[src/rtl/wb_port_arbiter_if.sv]
// Bus bundle between the WB stage / mul-div unit and the register-file write arbiter.
interface wb_port_arbiter_if #(
    parameter int DW = 32,
    parameter int AW = 5
);
    logic          wb_valid;
    logic [AW-1:0] wb_idx;
    logic [DW-1:0] wb_data;
    logic          wb_stall;
    logic          mu_valid;
    logic [AW-1:0] mu_idx;
    logic [DW-1:0] mu_data;
    logic          mu_ready;
    logic          reg_we;
    logic [AW-1:0] reg_idx;
    logic [DW-1:0] reg_data;
    logic          grant_src;
    logic          busy;

    modport slave (
        input  wb_valid, wb_idx, wb_data, mu_valid, mu_idx, mu_data,
        output wb_stall, mu_ready, reg_we, reg_idx, reg_data, grant_src, busy
    );

    modport master (
        output wb_valid, wb_idx, wb_data, mu_valid, mu_idx, mu_data,
        input  wb_stall, mu_ready, reg_we, reg_idx, reg_data, grant_src, busy
    );
endinterface

[src/rtl/wb_port_arbiter.sv]
// Register-file write-port arbiter: WB stage vs. a queued long-latency unit,
// with same-register ordering and bounded starvation of the unit queue.
module wb_port_arbiter #(
    parameter int DW         = 32,
    parameter int AW         = 5,
    parameter int DEPTH      = 2,
    parameter int STARVE_MAX = 4
) (
    input  logic              clk,
    input  logic              rst,
    wb_port_arbiter_if.slave  bus
);
    localparam int PW = $clog2(DEPTH);
    localparam int CW = $clog2(DEPTH + 1);
    localparam int SW = 4;

    typedef struct packed {
        logic [AW-1:0] idx;
        logic [DW-1:0] data;
    } ent_t;

    ent_t          mem_q [DEPTH];
    logic [PW-1:0] rd_ptr_q, wr_ptr_q;
    logic [CW-1:0] cnt_q, cnt_d;
    logic [SW-1:0] starve_q, starve_d;
    logic          mu_ready_q, busy_q, reg_we_q, grant_src_q;
    logic [AW-1:0] reg_idx_q;
    logic [DW-1:0] reg_data_q;

    logic have, gnt_head, gnt_wb, enq;
    ent_t head;

    assign have = (cnt_q != '0);
    assign head = mem_q[rd_ptr_q];
    assign enq  = bus.mu_valid & mu_ready_q;

    // The head wins whenever WB is idle, WB targets the same register
    // (older result must land first), or WB has starved it long enough.
    assign gnt_head = have & (~bus.wb_valid
                              | (bus.wb_idx == head.idx)
                              | (starve_q == SW'(STARVE_MAX)));
    assign gnt_wb   = bus.wb_valid & ~gnt_head;
    assign bus.wb_stall = bus.wb_valid & gnt_head;

    assign cnt_d = cnt_q + CW'(enq) - CW'(gnt_head);

    always_comb begin
        starve_d = '0;
        if (have && !gnt_head)
            starve_d = (starve_q == SW'(STARVE_MAX)) ? starve_q : starve_q + SW'(1);
    end

    always_ff @(posedge clk) begin
        if (enq)
            mem_q[wr_ptr_q] <= '{idx: bus.mu_idx, data: bus.mu_data};
    end

    always_ff @(posedge clk or negedge rst) begin
        if (!rst) begin
            rd_ptr_q    <= '0;
            wr_ptr_q    <= '0;
            cnt_q       <= '0;
            starve_q    <= '0;
            mu_ready_q  <= 1'b1;
            busy_q      <= 1'b0;
            reg_we_q    <= 1'b0;
            reg_idx_q   <= '0;
            reg_data_q  <= '0;
            grant_src_q <= 1'b0;
        end else begin
            cnt_q      <= cnt_d;
            starve_q   <= starve_d;
            mu_ready_q <= (cnt_d != CW'(DEPTH));
            busy_q     <= (cnt_d != '0);
            if (enq)
                wr_ptr_q <= wr_ptr_q + PW'(1);
            if (gnt_head) begin
                rd_ptr_q    <= rd_ptr_q + PW'(1);
                reg_we_q    <= (head.idx != '0);
                reg_idx_q   <= head.idx;
                reg_data_q  <= head.data;
                grant_src_q <= 1'b1;
            end else if (gnt_wb) begin
                reg_we_q    <= (bus.wb_idx != '0);
                reg_idx_q   <= bus.wb_idx;
                reg_data_q  <= bus.wb_data;
                grant_src_q <= 1'b0;
            end else begin
                reg_we_q    <= 1'b0;
            end
        end
    end

    assign bus.mu_ready  = mu_ready_q;
    assign bus.busy      = busy_q;
    assign bus.reg_we    = reg_we_q;
    assign bus.reg_idx   = reg_idx_q;
    assign bus.reg_data  = reg_data_q;
    assign bus.grant_src = grant_src_q;
endmodule

[src/flat_wrapper.sv]
// flat-port wrapper written by rule: the top's interface ports become plain ports
module wb_port_arbiter_flat 
#(
    parameter int DW         = 32,
    parameter int AW         = 5,
    parameter int DEPTH      = 2,
    parameter int STARVE_MAX = 4
)
  (clk, rst, bus_wb_valid, bus_wb_idx, bus_wb_data, bus_mu_valid, bus_mu_idx, bus_mu_data, bus_wb_stall, bus_mu_ready, bus_reg_we, bus_reg_idx, bus_reg_data, bus_grant_src, bus_busy);
  wb_port_arbiter_if #(.DW(DW), .AW(AW)) bus_i ();
  input  logic clk;
  input  logic rst;
  input wire logic [$bits(bus_i.wb_valid)-1:0] bus_wb_valid;
  input wire logic [$bits(bus_i.wb_idx)-1:0] bus_wb_idx;
  input wire logic [$bits(bus_i.wb_data)-1:0] bus_wb_data;
  input wire logic [$bits(bus_i.mu_valid)-1:0] bus_mu_valid;
  input wire logic [$bits(bus_i.mu_idx)-1:0] bus_mu_idx;
  input wire logic [$bits(bus_i.mu_data)-1:0] bus_mu_data;
  output wire logic [$bits(bus_i.wb_stall)-1:0] bus_wb_stall;
  output wire logic [$bits(bus_i.mu_ready)-1:0] bus_mu_ready;
  output wire logic [$bits(bus_i.reg_we)-1:0] bus_reg_we;
  output wire logic [$bits(bus_i.reg_idx)-1:0] bus_reg_idx;
  output wire logic [$bits(bus_i.reg_data)-1:0] bus_reg_data;
  output wire logic [$bits(bus_i.grant_src)-1:0] bus_grant_src;
  output wire logic [$bits(bus_i.busy)-1:0] bus_busy;
  assign bus_i.wb_valid = bus_wb_valid;
  assign bus_i.wb_idx = bus_wb_idx;
  assign bus_i.wb_data = bus_wb_data;
  assign bus_i.mu_valid = bus_mu_valid;
  assign bus_i.mu_idx = bus_mu_idx;
  assign bus_i.mu_data = bus_mu_data;
  assign bus_wb_stall = bus_i.wb_stall;
  assign bus_mu_ready = bus_i.mu_ready;
  assign bus_reg_we = bus_i.reg_we;
  assign bus_reg_idx = bus_i.reg_idx;
  assign bus_reg_data = bus_i.reg_data;
  assign bus_grant_src = bus_i.grant_src;
  assign bus_busy = bus_i.busy;
  wb_port_arbiter #(.DW(DW), .AW(AW), .DEPTH(DEPTH), .STARVE_MAX(STARVE_MAX)) u_core (.clk(clk), .rst(rst), .bus(bus_i));
endmodule
[config.mk]
export PLATFORM = sky130hd
export DESIGN_NAME = wb_port_arbiter_flat
export DESIGN_NICKNAME = d
export VERILOG_FILES = /design/src/rtl/wb_port_arbiter_if.sv /design/src/rtl/wb_port_arbiter.sv /design/src/flat_wrapper.sv
export SDC_FILE = /design/constraint.sdc
export NUM_CORES = 1
export LEC_CHECK = 0
export ABC_AREA = 1
export CAP_MARGIN = 25
export CELL_PAD_IN_SITES_DETAIL_PLACEMENT = 1
export CELL_PAD_IN_SITES_GLOBAL_PLACEMENT = 2
export CORE_ASPECT_RATIO = 0.75
export CORE_UTILIZATION = 32
export CTS_BUF_LIST = sky130_fd_sc_hd__clkbuf_4 sky130_fd_sc_hd__clkbuf_8 sky130_fd_sc_hd__clkbuf_16
export DETAILED_ROUTE_END_ITERATION = 10
export GPL_ROUTABILITY_DRIVEN = 0
export PLACE_DENSITY_LB_ADDON = 0.08
export SLEW_MARGIN = 40
export SYNTH_ARGS = -nofsm -noshare
export SYNTH_HDL_FRONTEND = slang
export SYNTH_SLANG_ARGS = --single-unit
[constraint.sdc]
create_clock -name clk -period 3.65 [get_ports clk]
set_input_delay 1.095 -clock clk [delete_from_list [all_inputs] [get_ports clk]]
set_output_delay 1.095 -clock clk [all_outputs]
set_load 0.1 [all_outputs]
Word-level counts from Yosys, hierarchy flattened --
Memory sizes are Yosys's and may differ from the RTL's. Index checks and enable logic that the tools add are counted. W data, S select, Z words.
Word-level totals: bits in registers 49, memory bits (writable) 74, output and inout bits 42, logic and storage cells 47, memories 1
Cells by class: $add $sub $neg 5, equality and inequality tests 4, muxes and demuxes 12, bitwise gates (word level) 8, reduce and logical (&&, ||, !) cells 7
Memories:
- u_core.mem_q | words 2, width 37, read ports 1, clocked after Yosys merged registers in 0, write ports 1, line wb_port_arbiter.sv:22 | ent_t mem_q [DEPTH];
Operator list (number):
- $mux W32 | 2
- $mux W5 | 2
- $reduce_bool A5 Y1 | 2
- $mux W4 | 2
- $mux W1 | 6
- $reduce_bool A2 Y1 | 3
- $eq A5 B5 Y1 | 1
- $add A4 B1 Y4 const B | 1
- $and A1 B1 Y1 | 4
- $eq A4 B3 Y1 const B | 1
- $ne A2 B2 Y1 const B | 2
- $add A1 B1 Y1 const B | 2
- $add A2 B1 Y2 | 1
- $not A1 Y1 | 2
- $or A1 B1 Y1 | 2
- $sub A2 B1 Y2 | 1
- $logic_and A1 B1 Y1 | 1
- $logic_not A1 Y1 | 1

Depth between registers and ports, before layout --
Gate-level depths: netlist of run 1. An unclocked memory read counts as a cell.
depth in word-level cells 9, mapped depth 14

Least setup slack after synthesis of run 1 --
OpenSTA, ideal clock, no wires.
kind input to output, start point input port bus_wb_idx[3], end point output port bus_wb_stall, arrival 3074 ps, path slack -519 ps, stages 9, buffers on the path 1, cell sequence inv_1 -> nand3_1 -> nand2_1 -> nor2_1 -> nand3_1 -> nand2_4 -> nand2_4 -> buf_6 -> nor2_1
On the way: cells in the longest elaborated chain, start to end 5
Ends and longest elaborated chain:
- start: declaration | line flat_wrapper.sv:14 | input wire logic [$bits(bus_i.wb_idx)-1:0] bus_wb_idx;
- $eq A5 B5 Y1 | line wb_port_arbiter.sv:40 | | (bus.wb_idx == head.idx)
- $or A1 B1 Y1 | line wb_port_arbiter.sv:40
- $or A1 B1 Y1 | line wb_port_arbiter.sv:41 | | (starve_q == SW'(STARVE_MAX)));
- $and A1 B1 Y1 | line wb_port_arbiter.sv:39 | assign gnt_head = have & (~bus.wb_valid
- $and A1 B1 Y1 | line wb_port_arbiter.sv:43 | assign bus.wb_stall = bus.wb_valid & gnt_head;
- end: declaration | line flat_wrapper.sv:19 | output wire logic [$bits(bus_i.wb_stall)-1:0] bus_wb_stall;
Every way passes these cells.

Worst setup path in the final report of run 1 --
start point input port bus_wb_idx[1], end point output port bus_wb_stall
The elaborated chain is that of the path after synthesis.

==> results of run 1 <==
[cell families after synthesis]
logic type | Yosys count
AND/OR/NAND/NOR | 245
flip-flops | 123
buffers and inverters | 76
multiplexers | 32
XOR/XNOR | 5
AO/OA/AOI/OAI | 3
adder cells (fa/ha/maj) | 3
[Yosys cell counts (all sizes together)]
cell | number | area [um^2]
ha | 3 | 37.54
nand2 | 142 | 553.0
buf | 16 | 113.9
nand4 | 1 | 6.260
nor2 | 12 | 45.04
xor2 | 4 | 35.03
nor4 | 1 | 6.260
inv | 55 | 206.5
o211ai | 1 | 12.51
edfxtp | 74 | 2222
nand3b | 1 | 7.510
mux2i | 32 | 320.3
o21ai | 2 | 10.00
dfstp | 1 | 26.28
clkbuf | 5 | 18.77
xnor2 | 1 | 8.760
nand3 | 88 | 440.4
dfrtp | 48 | 1201
[cell type report]
class | count | area share [%]
Clock buffer | 19 | 6.168
Clock inverter | 13 | 2.402
Multi-Input combinational cell | 288 | 21.03
Tap cell | 210 | 3.628
Timing Repair Buffer | 128 | 16.28
Sequential cell | 123 | 47.65
Inverter | 55 | 2.851
[metrics by stage]
step	setup TNS (ns)	utilization, %	total power, W	cells	setup WS [ns]
floorplan	0	-	0.004920	487	0.2695
global placement	0	41.12	0.005788	804	0.04491
detailed placement	-0.01424	41.12	0.005846	804	-0.01424
CTS	0	45.02	0.007639	836	0.0008531
global route	-0.01538	45.08	0.007929	836	-0.01538
finish	0	45.08	0.007547	836	0.03575
[routing by layer]
metal / track usage [%] / wire length [um] / vias to the layer above
met5: 0 / 0 / -
met4: 5.859 / 133 / 0
met3: 4.839 / 618 / 12
met2: 28.12 / 6364 / 85
met1: 23.22 / 6608 / 1905
li1: - / - / 1868
[power breakdown]
part	internal [W]	total, W	switching, W
combinational	0.000819	0.00361	0.00279
clock	0.00116	0.00176	0.000604
sequential	0.00195	0.00217	0.000219
total	0.00393	0.00755	0.00362
[final timing paths]
path / slack, ns / cells past startpoint / start / endpoint
max: 0.04 / 10 / bus_wb_idx[1] / bus_wb_stall
min: 0.48 / 2 / u_core.bus.reg_data[17] / u_core.bus.reg_data[17]
max reg2reg: 0.98 / 15 / u_core.rd_ptr_q / u_core.bus.busy
min reg2reg: 0.48 / 2 / u_core.bus.reg_data[17] / u_core.bus.reg_data[17]
max in group asynchronous: 2.13 / 2 / rst / u_core.rd_ptr_q
min in group asynchronous: 0.64 / 1 / rst / u_core.bus.reg_data[27]
[timing repair]
| action | in CTS | in global routing |
|---|---|---|
| resized for setup | 1 | 4 |
| setup endpoints to repair | 1 | 1 |
| endpoints found under the hold margin | 0 | 0 |
[tightest hold or removal path, delay by kind of cell (launching register included)]
family           cells  cell delay [ns]
and+or+nand+nor      2             0.10
DFF                  1             0.34
[flip-flops by register name, indices dropped and copies added, names as in the netlist]
name	cells
u_core.bus.busy	1
u_core.bus.grant_src	1
u_core.bus.mu_ready	1
u_core.bus.reg_data	32
u_core.bus.reg_idx	5
u_core.bus.reg_we	1
u_core.cnt_q	2
u_core.mem_q	74
u_core.rd_ptr_q	1
u_core.starve_q	4
u_core.wr_ptr_q	1
==> qor.csv, run 1 <==
stage;metric;value;unit
floorplan;die_x;150.2;um
floorplan;rows;40;
final_layout;layout_common_cells;138 x nand2_1, 87 x nand3_1, 74 x clkdlybuf4s50_1, 74 x edfxtp_1, 52 x inv_1;
setup_path;slowest_delay;0.55;ns
synth;synth_seq_cells;123;
final_layout;area_growth;37.38;%
sta;timing.hold.ws;0.4805;ns
sta;period_needed;3.614;ns
routing;drtIter0Drc;142;
final_layout;nNetsFinal;694;
synth;synthCells;487;
global_route;grt_overflow;0;
global_route;grt_use_total;17.66;%
synth;synthAdderAreaFrac;0.7121;%
pwr;power.leakage;3.258;nW
setup_path;cpMaxStageDelayCell;clkdlybuf4s50_1;
global_route;grt_pass1_vias;4175;
final_layout;layout-drive-gt1-share;15.81;%
routing;vias;3870;
setup_path;critPathLaunchType;primary input;
cts;cts_buffers;17;
synth;synthSimpleGateAreaFrac;20.08;%
routing;route.detailed.drc;0;
final_layout;fill_cells;1765;
cts;cts_sinks;123;
floorplan;die_area;0.01700;mm^2
cts;cts-root-buf;clkbuf_16;
floorplan;start_util;32.81;%
synth;synth.area.mux_share;6.076;%
synth;ys_warn_count;0;
setup_path;path_cells;clkdlybuf4s50_1 -> inv_1 -> nand2_1 -> nand2_1 -> nor2_2 -> nand3_2 -> nand2_4 -> nand2_4 -> nor2_4 -> buf_12;
routing;drtAntennaViolNets;0;
synth;synth.avg_cell_area;10.82;um^2
final_layout;n_antenna_cell;0;
synth;seq_area_frac_synth;65.44;%
floorplan;die_h;113.2;um
routing;viasPerCell;4.629;
setup_path;critical-path-top-delay-family;buffers and inverters;
place;post_dp_cell_area;0.006606;mm^2
pwr;p_per_area;1042;mW/mm^2
sta;hold_viol;0;
routing;drt_first_pass_iters;4;
routing;wl_per_cell;16.42;um
global_route;antenna_found_initial;0;
sta;drv_slew;0;
cts;holdBufCountCts;0;
flow_run;cap_violations;0;
routing;drt-total-wl;13730;um
setup_path;crit_buf_inv;3;
global_route;grt_max_degree;44;
final_layout;layout_commonest_cell;nand2_1;
setup_path;crit_required;2.55;ns
synth;syn_nets;568;
final_layout;multi_input_area;0.001523;mm^2
sta;skew;0.01221;ns
cts;h-tree-depth;4;
synth;syn_area;0.005271;mm^2
synth;synth_top_family_by_area;simple AND/OR/NAND/NOR gates;
sta;finalCritPeriodShare;99.02;%
setup_path;cp-end-kind;output port;
final_layout;final_area;0.007242;mm^2
sta;worst_pin_slew;0.7850;ns
pwr;vdd_drop_max;0.5924;mV
cts;cts_tree;done;
synth;yosysUniqueCellTypes;25;
setup_path;crit_type;primary input to output port;
setup_path;arrival;2.52;ns
global_route;grt_pass1_wl;22150;um
min_path;hold_path.class;flop to flop;
synth;synthXorXnorAreaFrac;0.8308;%
setup_path;cp_max_fo;4;
floorplan;core;0.01607;mm^2
synth;synth_compound_area_share;0.4272;%
cts;postCtsSetupRepairBufs;0;
place;dpl.hpwl;8914;um
place;io_buffers;119;
status;status;completed;
cts;path_clk_slew;0.05;ns
floorplan;io_pins;120;
cts;clockBufferDepth;2;
final_layout;area.sequential;0.003451;mm^2
sta;fmax;276.7;MHz
sta;setup_viol;0;
sta;relSlewSlack;47.59;%
cts;clock_latency;0.42;ns
Note: power is estimated with default switching activity, not from simulation.
==> run 2: changes to the inputs <==
--- a/config.mk
+++ b/config.mk
@@ -14,6 +14,7 @@
 export CTS_BUF_LIST = sky130_fd_sc_hd__clkbuf_4 sky130_fd_sc_hd__clkbuf_8 sky130_fd_sc_hd__clkbuf_16
 export DETAILED_ROUTE_END_ITERATION = 10
 export GPL_ROUTABILITY_DRIVEN = 0
+export GPL_TIMING_DRIVEN = 0
 export PLACE_DENSITY_LB_ADDON = 0.08
 export SLEW_MARGIN = 40
 export SYNTH_ARGS = -nofsm -noshare
==> run 2 against run 1 <==
Worst setup slack better by 0.19 ns. Critical endpoint unchanged. Highest routed layer unchanged. Critical path type unchanged. Worst hold slack worse by 0.0088 ns. Cell area up 0.10%.
==> qor.csv, run 2 (synthesis gave the netlist of run 1 again) <==
stage;metric;value;unit
routing;route.detailed.drc;0;
final_layout;layout_common_cells;138 x nand2_1, 87 x nand3_1, 74 x edfxtp_1, 71 x clkdlybuf4s50_1, 51 x inv_1;
setup_path;r2r_end;u_core.bus.busy;
min_path;hold_path.class;flop to flop;
routing;viasPerCell;4.602;
final_layout;fin_cells;855;
sta;hold_viol;0;
pwr;vdd_drop_max;0.4324;mV
final_layout;layout_commonest_cell;nand2_1;
sta;skew;0.01146;ns
setup_path;cp_max_fo;4;
pwr;p_switching;0.003673;W
place;post_dp_cell_area;0.006615;mm^2
setup_path;slowest_delay;0.29;ns
pwr;p_per_area;1028;mW/mm^2
cts;cts-root-buf;clkbuf_16;
global_route;grt_max_degree;35;
status;status;completed;
global_route;grt_use_total;18.48;%
final_layout;largest_register_ffs;74;
sta;rsz0062_at_grt;no;
floorplan;io_pins;120;
final_layout;multi_input_area;0.001531;mm^2
global_route;antenna_found_initial;0;
place;dpl.hpwl;10160;um
sta;final.setup.tns;0;ns
final_layout;area.sequential;0.003450;mm^2
routing;wl_per_cell;16.95;um
floorplan;core;0.01607;mm^2
min_path;hold_start;u_core.bus.reg_data[21];
final_layout;n_antenna_cell;0;
pwr;seq_power_share;28.9;%
cts;holdBufCountCts;0;
place;io_buffers;119;
global_route;grt_pass1_vias;4284;
final_layout;fill_cells;1761;
min_path;min_path_cells;2;
setup_path;cpMaxStageDelayCell;dlygate4sd2_1;
routing;vias;3935;
pwr;intPower;0.003781;W
final_layout;area_growth;37.53;%
cts;cts_sinks;123;
flow_run;cap_violations;0;
setup_path;r2r_start;u_core.rd_ptr_q;
final_layout;largest_register;u_core.mem_q;
pwr;comb_power_share;48.5;%
setup_path;critPathLaunchType;primary input;
sta;worst_pin_slew;0.5894;ns
cts;clockBufferDepth;2;
cts;clock_latency;0.42;ns
setup_path;arrival;2.33;ns
final_layout;final_area;0.007249;mm^2
floorplan;die_h;113.2;um
setup_path;cp_common_cell;nand2_1;
sta;setup_viol;0;
setup_path;reg2reg_slack;1.21;ns
min_path;min_to;u_core.bus.reg_data[21];
setup_path;r2r_cells;15;
setup_path;crit_required;2.55;ns
floorplan;die_area;0.01700;mm^2
routing;drt-total-wl;14490;um
pwr;power.leakage;3.288;nW
routing;drtIter0Drc;201;
cts;h-tree-depth;4;
setup_path;cp-end-kind;output port;
cts;path_clk_slew;0.05;ns
sta;relSlewSlack;60.71;%
sta;finalCritPeriodShare;93.73;%
pwr;swShare;49.27;%
sta;fmax;292.3;MHz
setup_path;path_cells;dlygate4sd2_1 -> inv_1 -> nand2_1 -> nand2_1 -> nor2_2 -> nand3_2 -> nand2_4 -> nand2_8 -> nor2_4 -> buf_12;
global_route;grt_overflow;0;
sta;period_needed;3.421;ns
floorplan;die_x;150.2;um
global_route;grt_pass1_wl;23000;um
sta;drv_slew;0;
pwr;clkPwrFrac;22.6;%
floorplan;start_util;32.81;%
setup_path;crit_type;primary input to output port;
floorplan;rows;40;
place;dp_cells;821;
cts;cts_tree;done;
routing;drt_first_pass_iters;5;
routing;drtAntennaViolNets;0;
cts;cts_buffers;17;
final_layout;layout-drive-gt1-share;17.36;%
final_layout;nNetsFinal;713;
==> run 2: stage by stage <==
stage	utilization, %	power, W	setup slack, ns	hold slack [ns]
2_1_floorplan	-	0.004920	0.2695	0.4533
3_3_place_gp	41.91	0.005916	-1.338	0.4622
3_5_place_dp	41.18	0.005809	-0.6356	0.4652
4_1_cts	45.02	0.007537	0.02530	0.4807
5_1_grt	45.12	0.007817	0.1390	0.5071
6_report	45.12	0.007454	0.2289	0.4717
==> run 2: worst max-delay path by stage <==
stage	startpoint	to	slack, ns
3_5_place_dp	bus_wb_idx[1]	bus_wb_stall	-0.64
6_report	bus_wb_idx[1]	bus_wb_stall	0.23
5_1_grt	bus_wb_idx[3]	bus_wb_stall	0.14
4_1_cts	bus_wb_idx[4]	bus_wb_stall	0.03
2_1_floorplan	bus_wb_idx[3]	bus_wb_stall	0.27
3_3_place_gp	bus_wb_idx[0]	bus_wb_stall	-1.34
==> run 2: power by group through the flow <==
| stage | Clock [W] | Combinational, W | Sequential, W |
|---|---|---|---|
| 2_1_floorplan | 0 | 0.00109 | 0.00384 |
| 3_3_place_gp | 0 | 0.00373 | 0.00219 |
| 3_5_place_dp | 0 | 0.00363 | 0.00218 |
| 4_1_cts | 0.00172 | 0.00366 | 0.00216 |
| 5_1_grt | 0.00176 | 0.00385 | 0.00221 |
| 6_report | 0.00168 | 0.00362 | 0.00215 |
==> run 2: cell type report <==
class                   instances  area share (%)
plain buffers                  20           1.674
clock buffers                  23           6.748
clock inverters                 9           1.312
inverters                      55           2.848
multi-input cells             288           21.13
flip-flops and latches        123           47.58
well taps                     210           3.624
repair buffers                127           15.08
==> run 2: layer usage <==
| layer | global-route usage, % | vias to the layer above | share of wire (%) |
|---|---|---|---|
| met2 | 29.69 | 99 | 47 |
| met1 | 24.40 | 1917 | 48 |
| met5 | 0 | - | 0 |
| met3 | 4.476 | 17 | 4.4 |
| met4 | 6.263 | 0 | 1.3 |
| li1 | - | 1902 | - |
==> run 2: repair_timing <==
item | CTS | global route
pin swaps | 3 | 3
gates resized for setup | 13 | 2
buffers inserted | 2 | 1
setup endpoints to repair | 1 | 1
==> run 2: worst max-delay path, delay by kind of cell <==
kind	cells	cell delay [ns]
and+or+nand+nor	7	0.70
buffers and inverters	3	0.53
